<file path="src/rtl/dco_pkg.sv">
// rtl/dco_pkg.sv - shared types and width helpers for the parametrised DCO
package dco_pkg;

  // Oscillator control states
  typedef enum logic {
    IDLE = 1'b0,
    RUN  = 1'b1
  } dco_state_e;

  localparam int CTRL_W_DEF = 8;
  localparam int GAIN_W_DEF = 5;
  localparam int CNT_W_DEF  = 16;
  localparam int FRAC_W_DEF = 4;

  // Guard bits so product, subtraction and clamp compares never overflow
  localparam int EXT_GUARD = 2;

  function automatic int ext_w(input int cnt_w, input int ctrl_w, input int gain_w);
    return cnt_w + ctrl_w + gain_w + EXT_GUARD;
  endfunction

endpackage

</file>
<file path="src/rtl/dco_param_if.sv">
// rtl/dco_param_if.sv - control inputs and status outputs of the parametrised DCO
interface dco_param_if import dco_pkg::*; #(
  parameter int CTRL_W = CTRL_W_DEF,
  parameter int GAIN_W = GAIN_W_DEF,
  parameter int CNT_W  = CNT_W_DEF
) ();

  logic              en;
  logic [CTRL_W-1:0] ctrl;
  logic              ctrl_valid;
  logic [GAIN_W-1:0] kdco;
  logic [CNT_W-1:0]  thresh_base;
  logic [CNT_W-1:0]  thresh_min;
  logic [CNT_W-1:0]  thresh_max;
  logic              dco_clk;
  logic              edge_pulse;
  logic [CNT_W-1:0]  cur_thresh;
  logic              sat_hi;
  logic              sat_lo;

  modport master (
    output en, ctrl, ctrl_valid, kdco, thresh_base, thresh_min, thresh_max,
    input  dco_clk, edge_pulse, cur_thresh, sat_hi, sat_lo
  );

  modport slave (
    input  en, ctrl, ctrl_valid, kdco, thresh_base, thresh_min, thresh_max,
    output dco_clk, edge_pulse, cur_thresh, sat_hi, sat_lo
  );

endinterface

</file>
<file path="src/rtl/dco_thresh_calc.sv">
// rtl/dco_thresh_calc.sv - gain/shift/subtract/clamp of the half-period threshold (DCO_DITHER_EN adds carry in)
module dco_thresh_calc import dco_pkg::*; #(
  parameter int CTRL_W = CTRL_W_DEF,
  parameter int GAIN_W = GAIN_W_DEF,
  parameter int CNT_W  = CNT_W_DEF,
  parameter int FRAC_W = FRAC_W_DEF
) (
  input  logic signed [CTRL_W-1:0] ctrl_q,
  input  logic [GAIN_W-1:0]        kdco,
  input  logic [CNT_W-1:0]         thresh_base,
  input  logic [CNT_W-1:0]         thresh_min,
  input  logic [CNT_W-1:0]         thresh_max,
`ifdef DCO_DITHER_EN
  input  logic                     carry_in,
  output logic [FRAC_W-1:0]        frac,
`endif
  output logic [CNT_W-1:0]         thresh,
  output logic                     sat_hi,
  output logic                     sat_lo
);

  localparam int EW = ext_w(CNT_W, CTRL_W, GAIN_W);

  logic signed [EW-1:0] ctrl_x;
  logic signed [EW-1:0] kdco_x;
  logic signed [EW-1:0] p;
  logic signed [EW-1:0] phase;
  logic signed [EW-1:0] base_x;
  logic signed [EW-1:0] min_x;
  logic signed [EW-1:0] max_x;
  logic signed [EW-1:0] t;
  logic signed [EW-1:0] t_lo;

  // Signed product, floor shift, subtract from base, then lower and upper clamp
  always_comb begin
    ctrl_x = {{(EW-CTRL_W){ctrl_q[CTRL_W-1]}}, ctrl_q};
    kdco_x = {{(EW-GAIN_W){1'b0}}, kdco};
    base_x = {{(EW-CNT_W){1'b0}}, thresh_base};
    min_x  = {{(EW-CNT_W){1'b0}}, thresh_min};
    max_x  = {{(EW-CNT_W){1'b0}}, thresh_max};
    p      = ctrl_x * kdco_x;
    phase  = p >>> FRAC_W;
`ifdef DCO_DITHER_EN
    phase  = phase + $signed({{(EW-1){1'b0}}, carry_in});
    frac   = p[FRAC_W-1:0];
`endif
    t      = base_x - phase;
    sat_lo = (t < min_x);
    t_lo   = sat_lo ? min_x : t;
    // An inverted window (min > max) always lands on thresh_max here
    sat_hi = (t_lo > max_x);
    thresh = sat_hi ? thresh_max : (sat_lo ? thresh_min : t[CNT_W-1:0]);
  end

endmodule

</file>
<file path="src/rtl/dco_param.sv">
// rtl/dco_param.sv - parametrised ADPLL DCO top: ctrl capture, FSM, half-period counter (DCO_DITHER_EN optional)
module dco_param import dco_pkg::*; #(
  parameter int CTRL_W = CTRL_W_DEF,
  parameter int GAIN_W = GAIN_W_DEF,
  parameter int CNT_W  = CNT_W_DEF,
  parameter int FRAC_W = FRAC_W_DEF
) (
  input logic        clk,
  input logic        reset,
  dco_param_if.slave bus
);

  logic signed [CTRL_W-1:0] ctrl_q;
  dco_state_e               state_q, state_d;
  logic [CNT_W-1:0]         cnt_q, cnt_d;
  logic [CNT_W-1:0]         thr_q, thr_d;
  logic                     dco_q, dco_d;
  logic                     edge_q, edge_d;
  logic                     sat_hi_q, sat_hi_d;
  logic                     sat_lo_q, sat_lo_d;
  logic                     load;
  logic [CNT_W-1:0]         t_new;
  logic                     t_hi, t_lo;

  // Loop-filter word is latched so all threshold math sees a stable value
  always_ff @(posedge clk) begin
    if (reset) ctrl_q <= '0;
    else if (bus.ctrl_valid) ctrl_q <= bus.ctrl;
  end

`ifdef DCO_DITHER_EN
  logic [FRAC_W-1:0] acc_q;
  logic [FRAC_W-1:0] frac;
  logic [FRAC_W:0]   acc_sum;
  logic              dith_carry;

  assign acc_sum    = {1'b0, acc_q} + {1'b0, frac};
  assign dith_carry = acc_sum[FRAC_W];

  // Fractional accumulator advances only when a new threshold is taken
  always_ff @(posedge clk) begin
    if (reset) acc_q <= '0;
    else if (load) acc_q <= acc_sum[FRAC_W-1:0];
  end
`endif

  dco_thresh_calc #(
    .CTRL_W(CTRL_W), .GAIN_W(GAIN_W), .CNT_W(CNT_W), .FRAC_W(FRAC_W)
  ) u_calc (
    .ctrl_q      (ctrl_q),
    .kdco        (bus.kdco),
    .thresh_base (bus.thresh_base),
    .thresh_min  (bus.thresh_min),
    .thresh_max  (bus.thresh_max),
`ifdef DCO_DITHER_EN
    .carry_in    (dith_carry),
    .frac        (frac),
`endif
    .thresh      (t_new),
    .sat_hi      (t_hi),
    .sat_lo      (t_lo)
  );

  // Next-state: threshold only reloads at a half-period boundary or on start
  always_comb begin
    state_d  = state_q;
    cnt_d    = cnt_q;
    thr_d    = thr_q;
    dco_d    = dco_q;
    edge_d   = 1'b0;
    sat_hi_d = sat_hi_q;
    sat_lo_d = sat_lo_q;
    load     = 1'b0;
    case (state_q)
      IDLE: begin
        dco_d = 1'b0;
        cnt_d = '0;
        if (bus.en) begin
          load    = 1'b1;
          state_d = RUN;
        end
      end
      RUN: begin
        if (bus.en) begin
          if (cnt_q == thr_q) begin
            dco_d  = ~dco_q;
            edge_d = 1'b1;
            cnt_d  = '0;
            load   = 1'b1;
          end else begin
            cnt_d = cnt_q + CNT_W'(1);
          end
        end
      end
      default: state_d = IDLE;
    endcase
    if (load) begin
      thr_d    = t_new;
      sat_hi_d = t_hi;
      sat_lo_d = t_lo;
    end
  end

  // State, counter and registered outputs
  always_ff @(posedge clk) begin
    if (reset) begin
      state_q  <= IDLE;
      cnt_q    <= '0;
      thr_q    <= '0;
      dco_q    <= 1'b0;
      edge_q   <= 1'b0;
      sat_hi_q <= 1'b0;
      sat_lo_q <= 1'b0;
    end else begin
      state_q  <= state_d;
      cnt_q    <= cnt_d;
      thr_q    <= thr_d;
      dco_q    <= dco_d;
      edge_q   <= edge_d;
      sat_hi_q <= sat_hi_d;
      sat_lo_q <= sat_lo_d;
    end
  end

  assign bus.dco_clk    = dco_q;
  assign bus.edge_pulse = edge_q;
  assign bus.cur_thresh = thr_q;
  assign bus.sat_hi     = sat_hi_q;
  assign bus.sat_lo     = sat_lo_q;

endmodule
</file>
<file path="src/flat_wrapper.sv">
// flat-port wrapper written by rule: the top's interface ports become plain ports
module dco_param_flat import dco_pkg::*;
#(
  parameter int CTRL_W = CTRL_W_DEF,
  parameter int GAIN_W = GAIN_W_DEF,
  parameter int CNT_W  = CNT_W_DEF,
  parameter int FRAC_W = FRAC_W_DEF
)
  (clk, reset, bus_en, bus_ctrl, bus_ctrl_valid, bus_kdco, bus_thresh_base, bus_thresh_min, bus_thresh_max, bus_dco_clk, bus_edge_pulse, bus_cur_thresh, bus_sat_hi, bus_sat_lo);
  dco_param_if #(.CTRL_W(CTRL_W), .GAIN_W(GAIN_W), .CNT_W(CNT_W)) bus_i ();
  input logic clk;
  input logic reset;
  input wire logic [$bits(bus_i.en)-1:0] bus_en;
  input wire logic [$bits(bus_i.ctrl)-1:0] bus_ctrl;
  input wire logic [$bits(bus_i.ctrl_valid)-1:0] bus_ctrl_valid;
  input wire logic [$bits(bus_i.kdco)-1:0] bus_kdco;
  input wire logic [$bits(bus_i.thresh_base)-1:0] bus_thresh_base;
  input wire logic [$bits(bus_i.thresh_min)-1:0] bus_thresh_min;
  input wire logic [$bits(bus_i.thresh_max)-1:0] bus_thresh_max;
  output wire logic [$bits(bus_i.dco_clk)-1:0] bus_dco_clk;
  output wire logic [$bits(bus_i.edge_pulse)-1:0] bus_edge_pulse;
  output wire logic [$bits(bus_i.cur_thresh)-1:0] bus_cur_thresh;
  output wire logic [$bits(bus_i.sat_hi)-1:0] bus_sat_hi;
  output wire logic [$bits(bus_i.sat_lo)-1:0] bus_sat_lo;
  assign bus_i.en = bus_en;
  assign bus_i.ctrl = bus_ctrl;
  assign bus_i.ctrl_valid = bus_ctrl_valid;
  assign bus_i.kdco = bus_kdco;
  assign bus_i.thresh_base = bus_thresh_base;
  assign bus_i.thresh_min = bus_thresh_min;
  assign bus_i.thresh_max = bus_thresh_max;
  assign bus_dco_clk = bus_i.dco_clk;
  assign bus_edge_pulse = bus_i.edge_pulse;
  assign bus_cur_thresh = bus_i.cur_thresh;
  assign bus_sat_hi = bus_i.sat_hi;
  assign bus_sat_lo = bus_i.sat_lo;
  dco_param #(.CTRL_W(CTRL_W), .GAIN_W(GAIN_W), .CNT_W(CNT_W), .FRAC_W(FRAC_W)) u_core (.clk(clk), .reset(reset), .bus(bus_i));
endmodule
</file>
<file path="config.mk">
export PLATFORM = sky130hd
export DESIGN_NAME = dco_param_flat
export DESIGN_NICKNAME = d
export VERILOG_FILES = /design/src/rtl/dco_pkg.sv /design/src/rtl/dco_param_if.sv /design/src/rtl/dco_thresh_calc.sv /design/src/rtl/dco_param.sv /design/src/flat_wrapper.sv
export SDC_FILE = /design/constraint.sdc
export NUM_CORES = 1
export LEC_CHECK = 0
export CORE_MARGIN = 4
export CORE_UTILIZATION = 35
export DETAILED_ROUTE_END_ITERATION = 16
export PLACE_DENSITY = 0.64
export SLEW_MARGIN = 20
export SYNTH_ARGS = -nofsm -noshare
export SYNTH_HDL_FRONTEND = slang
export SYNTH_SLANG_ARGS = --single-unit
export TNS_END_PERCENT = 5
</file>
<file path="constraint.sdc">
create_clock -name clk -period 14 [get_ports clk]
set_clock_uncertainty 0.2 [all_clocks]
set_input_delay 2.8 -clock clk [delete_from_list [all_inputs] [get_ports clk]]
set_output_delay 2.8 -clock clk [all_outputs]
set_load 0.02 [all_outputs]
</file>
; ---- Word-level counts from Yosys, hierarchy flattened
; Cells that the tools add are included.
[word_totals]
register_bits = 45
input_bits = 65
output_inout_bits = 20
elab_cells = 34
[op_classes]
add_sub_neg = 2
mul = 1
n_lt_le_gt_ge = 2
n_eq_ne = 3
mux = 14
bitwise = 2
n_reduce_logical = 2
[op_table]
columns = cell, count
row1 = $mux W16, 4
row2 = $pmux W16 S2, 1
row3 = $gt A31 B17 Y1, 1
row4 = $mux W31, 1
row5 = $lt A18 B17 Y1, 1
row6 = $sub A17 B10 Y18, 1
row7 = $add A16 B1 Y16 const B, 1
row8 = $eq A16 B16 Y1, 1
row9 = $mul A8 B6 Y14, 1
row10 = $mux W1, 6
row11 = $ne A2 B2 Y1 const B, 2
row12 = $pmux W1 S2, 2
row13 = $not A1 Y1, 2
row14 = $reduce_and A2 Y1, 1
row15 = $reduce_or A2 Y1, 1

; ---- Longest topological paths before layout
[depth]
word_depth = 6
mapped_depth = 44
mapped_depth_nobuf = 42

; ---- Modules after synthesis
; From an unflattened synthesis, not the netlist that was laid out.
[unflattened]
hier_cells = 594
area_unflattened_um2 = 5165.0
[by_module_without_submodules]
columns = mod, n_inst, cells_per_inst, area_each_um2, seq_area_each_um2
row1 = dco_thresh_calc, 1, 412, 3330.7, 0.0
row2 = dco_param, 1, 182, 1834.3, 900.9

; ---- Least setup slack after synthesis
; No wires, ideal clock.
[synth_timing]
path_kind = input-to-reg
from = input bus_kdco[2]
to = register u_core.thr_q[12], in the netlist u_core.bus.cur_thresh[12]
setup_ns = 0.122
arrival_ns = 11.356
required_time_ns = 13.678
setup_slack_ns = 2.322
path_stages = 41
n_path_buf = 3
cell_sequence = and2_1 fa_1 inv_1 fa_1 fa_1 inv_1 ha_1 o21a_1 o21a_1 o21a_1 o21a_1 or2_2 ha_1 o21a_1 o31a_1 o221a_2 o41ai_4 nand2b_1 (+5 left out) a21oi_1 nor2b_1 o21ai_0 nand2b_1 a2111oi_0 ha_1 clkbuf_1 clkbuf_1 mux2_2 ha_1 a21o_1 nand3_1 a21oi_1 nor3_1 a31oi_1 a311o_2 buf_6 a221o_1
[synth_between]
elab_chain_len = 6
word_cells_on_any_way = 7
classes_between = add/sub: 1 / mul: 1 / order compare: 2 / mux: 3
[synth_rtl]
columns = item, line
row1 = from (decl), flat_wrapper.sv:16  ; input wire logic [$bits(bus_i.kdco)-1:0] bus_kdco;
row2 = $mul A8 B6 Y14 (*), dco_thresh_calc.sv:41  ; p = ctrl_x * kdco_x;
row3 = $sub A17 B10 Y18 (*), dco_thresh_calc.sv:47  ; t = base_x - phase;
row4 = $lt A18 B17 Y1 (*), dco_thresh_calc.sv:48  ; sat_lo = (t < min_x);
row5 = named net u_core.t_lo, dco_param.sv:23  ; logic t_hi, t_lo;
row6 = $mux W31, dco_thresh_calc.sv:49  ; t_lo = sat_lo ? min_x : t;
row7 = $gt A31 B17 Y1, dco_thresh_calc.sv:51  ; sat_hi = (t_lo > max_x);
row8 = $mux W16 (*), dco_thresh_calc.sv:52  ; thresh = sat_hi ? thresh_max : (sat_lo ? thresh_min : t[CNT_W-1:0]);
row9 = to (signal assigned), dco_param.sv:117  ; thr_q <= thr_d;
row10 = to (decl), dco_param.sv:16  ; logic [CNT_W-1:0] thr_q, thr_d;
; The timed path passes the listed nets; every way through them passes the cells marked *.
; A chain may end at the register's enable or synchronous reset.

; ---- Worst setup path after layout
[layout_timing]
from = input bus_kdco[2]
to = register u_core.thr_q[15], in the netlist u_core.bus.cur_thresh[15]
; The elaborated chain is that of the path after synthesis.

==> summary.md <==
| Metric | Value |
|---|---|
| Status | completed |
| Post-synthesis cell count | ~680 |
| Yosys reg bits | 45 |
| Endpoints failing setup | 0 |
| NetSw | around 0.00024 W |
| Worst Path Buf+Inv | 4 |
| Post-layout util | between 40% and 50% |
| Most frequent cell after synthesis | inv_1 |
| Antenna Nets Post-Route | 0 |
| Initial cell density of the core | 35.71% |
| Critical Path AT | 12.84 ns |
| Post-CTS Hold Buffers | 0 |
| Cell family with most CP delay | compound AO/OA/AOI/OAI gates |
| Syn avg cell area | between 7 and 8 µm² |
| Largest net degree at the start of global routing | 30 |
| Distinct cell type count after synthesis | 63 |
| GR Util All Layers | around 16% |
| Die X | 132.3 µm |
| Synth top area cells | dfxtp_1 17%, ha_1 15%, fa_1 9.6%, inv_1 6.7%, xor2_1 4.7% |
| CTS tree | built |
| Crit. End Element | register |
| I/O pins | 85 |
| RSZ-0062 raised after global routing | no |
| Logic gate share of total power | 54.1% |
| Layout cells sized above 1 | 4.468% |
| Met1 Routed Length | around 6800 µm |
| Synth async-reset ratio | 0% |
| CTS H-tree lvls | 2 |
| Required time of the critical path | 13.97 ns |
| Postcts setup bufs | 0 |
| Synth Cell Area | 5409 µm² |
| Port buffer count | 84 |
| Synth top area share | between 15 and 20% |
| Worst Tran Pin Value | 0.8932 ns |
| Seq/Total Area, Yosys | between 10% and 20% |
| Synth top cells by count | 97 x inv_1, 64 x ha_1, 61 x nor2_1 |
| Clk pwr share | 21.7% |
| DPL Wire Length | 11360 µm |
| Tmin final | 12.87 ns |
| Dominant synthesized flop cell | dfxtp_1 |
| Congestion Overflow GR | 0 |
| Met3 wire length | approximately 600 µm |
| Via density | 5.005 |
| DRT Wirelength | about 13000 µm |
| Final Hold Viols | 0 |
| Slowest CP cell | ha_1 |
| Max Cap Viol | 0 |
| Crit path kind | input pin to register |
| Row cnt | 45 |
| Seq pwr share | ~24% |
| Placer congestion estimate | 0.8494 |
| Synth Warn # | 0 |
| Switching Fraction | 38.96% |
| Final net count | around 920 |
| Max-slew violations | 0 |
| Total core area | 15150 µm² |
| CP Launch Type | input pin |
| Met2 wire len | just under 6000 µm |
| Ant diodes | 0 |
| FMAX | 0.07773 GHz |
| Final Total Pwr | between 0.0006 and 0.0007 W |
| WL/cell | 14.11 µm |
| HP Class | register to register |
| Cell Count, Final, Fillers Out | ~950 |
| Initial drt markers | roughly 210 |
| Minimum setup slack among reg-to-reg paths | between 3 and 4 ns |
| Cell Pwr Density | 95.21 nW/µm² |
| Worst-path clk slew | 0.06 ns |
| CP Max Fanout | 29 |
| Top Layer Used | met4 |
| Die area | between 15000 and 20000 µm² |
| Root Buffer Master | clkbuf_16 |
| CTS resizes | 0 |
| Inserted Clock Buffers | 5 |
| Layout area overhead | 22.07% |
| Clock sink count | 45 |
| Syn_nets | about 840 |
| Delay of the slowest cell on the worst path | ~0.64 ns |
| Skew-Pair Late Insertion Delay | 0.28 ns |
| Post-synth EDFFs | 0 |
| Initial antenna violation count | 0 |
| Global-route wire length before repair | 22780 µm |
| Lkg Pwr | 3.105 nW |
| Peak supply drop | 0.00005572 V |
| Vias | roughly 4.8k |
| Yosys top cell by area | dfxtp_1 |
| Clock Path Buffers | 2 |
| Vias in the first global route | 4591 |
| DR DRC count | 0 |
| Max-slew headroom | 40.45% |
| Initial DRT Pass Iterations | 5 |
| Die Ht | 132.3 µm |
| Final setup TNS | 0 ns |
| Internal power | 0.0003837 W |
| Tcrit/Tclk final | 91.89% |
| Placed Cells | 941 |
-- through the flow --
step	hold WS [ns]	area [µm²]	setup WS [ns]
final	0.2628	6603	1.135
after global routing	0.2926	6603	0.3292
after CTS	0.2608	6603	1.139
after detailed placement	0.2523	6430	0.8649
after global placement	0.2462	6430	1.057
after floorplan	0.2739	5409	2.322
-- cell usage in the layout (no fill, tap or decap), types with 3 or more instances in the layout --
cell / instances
o21ai_0: 23
nor2_1: 61
dfxtp_1: 45
or3_1: 3
ha_1: 64
or2_2: 5
nor3_1: 16
nand4_1: 19
nand2_1: 47
buf_4: 3
a221o_1: 3
a211oi_1: 4
and2_1: 37
mux2_2: 10
nor4_1: 7
a21oi_1: 25
nand2b_1: 7
xor2_1: 29
xnor2_1: 19
clkbuf_16: 5
mux2i_1: 14
a21o_1: 4
inv_1: 97
fa_1: 26
o21a_1: 10
and3_1: 11
clkdlybuf4s50_1: 84
nor2b_1: 9
nand3_1: 24
o211ai_1: 4
-- final cells by class --
cell class | instances | area [µm²]
inverter | 97 | 364.1
tap | 188 | 235.2
clock inverter | 1 | 30.03
fill | 1508 | 8543
clock buffer | 7 | 142.6
timing repair buffer | 87 | 863.3
multi-input combinational | 524 | 4066
sequential | 45 | 900.9
-- final timing paths --
| path | start | to | cells past startpoint |
|---|---|---|---|
| worst min register to register | u_core.bus.sat_lo | u_core.bus.sat_lo | 2 |
| worst max-delay path | bus_kdco[2] | u_core.bus.cur_thresh[15] | 40 |
| worst max register to register | u_core.ctrl_q[3] | u_core.bus.cur_thresh[15] | 39 |
| worst min-delay path | u_core.bus.sat_lo | u_core.bus.sat_lo | 2 |
-- power by group through the flow --
stage / Sequential, W / Clock (W) / Combinational (W)
floorplan: 0.000161 / 0 / 0.000238
global placement: 0.000155 / 0 / 0.000340
detailed placement: 0.000155 / 0 / 0.000339
CTS: 0.000152 / 0.000140 / 0.000342
global route: 0.000153 / 0.000144 / 0.000388
finish: 0.000152 / 0.000136 / 0.000340
-- layer usage --
| layer | up-vias | GRT usage (%) |
|---|---|---|
| li1 | 2487 | - |
| met1 | 2139 | 22.60 |
| met2 | 108 | 24.26 |
| met3 | 16 | 2.557 |
| met4 | 0 | 3.233 |
| met5 | - | 0 |
-- tightest hold or removal path, cell delays in order, from the launching register on --
cell     delay [ns]
dfxtp_1        0.31
nand2_1        0.05
a21oi_1        0.05
-- registers in the layout, indices dropped and copies added, names as in the netlist --
| signal | count |
|---|---|
| u_core.bus.cur_thresh | 16 |
| u_core.cnt_q | 16 |
| u_core.ctrl_q | 8 |
| u_core.bus.dco_clk | 1 |
| u_core.bus.edge_pulse | 1 |
| u_core.bus.sat_hi | 1 |
| u_core.bus.sat_lo | 1 |
| u_core.state_q | 1 |
-- kinds of logic after synthesis --
kind of cell | Yosys count | synth area share (%)
buffers and inverters | 115 | 8.166
flip-flops | 45 | 16.66
AO/OA/AOI/OAI | 108 | 14.11
AND/OR/NAND/NOR | 253 | 23.78
XOR/XNOR | 49 | 8.189
multiplexers | 24 | 4.673
adder cells (fa/ha/maj) | 90 | 24.43
Note: power is estimated with default switching activity, not from simulation.
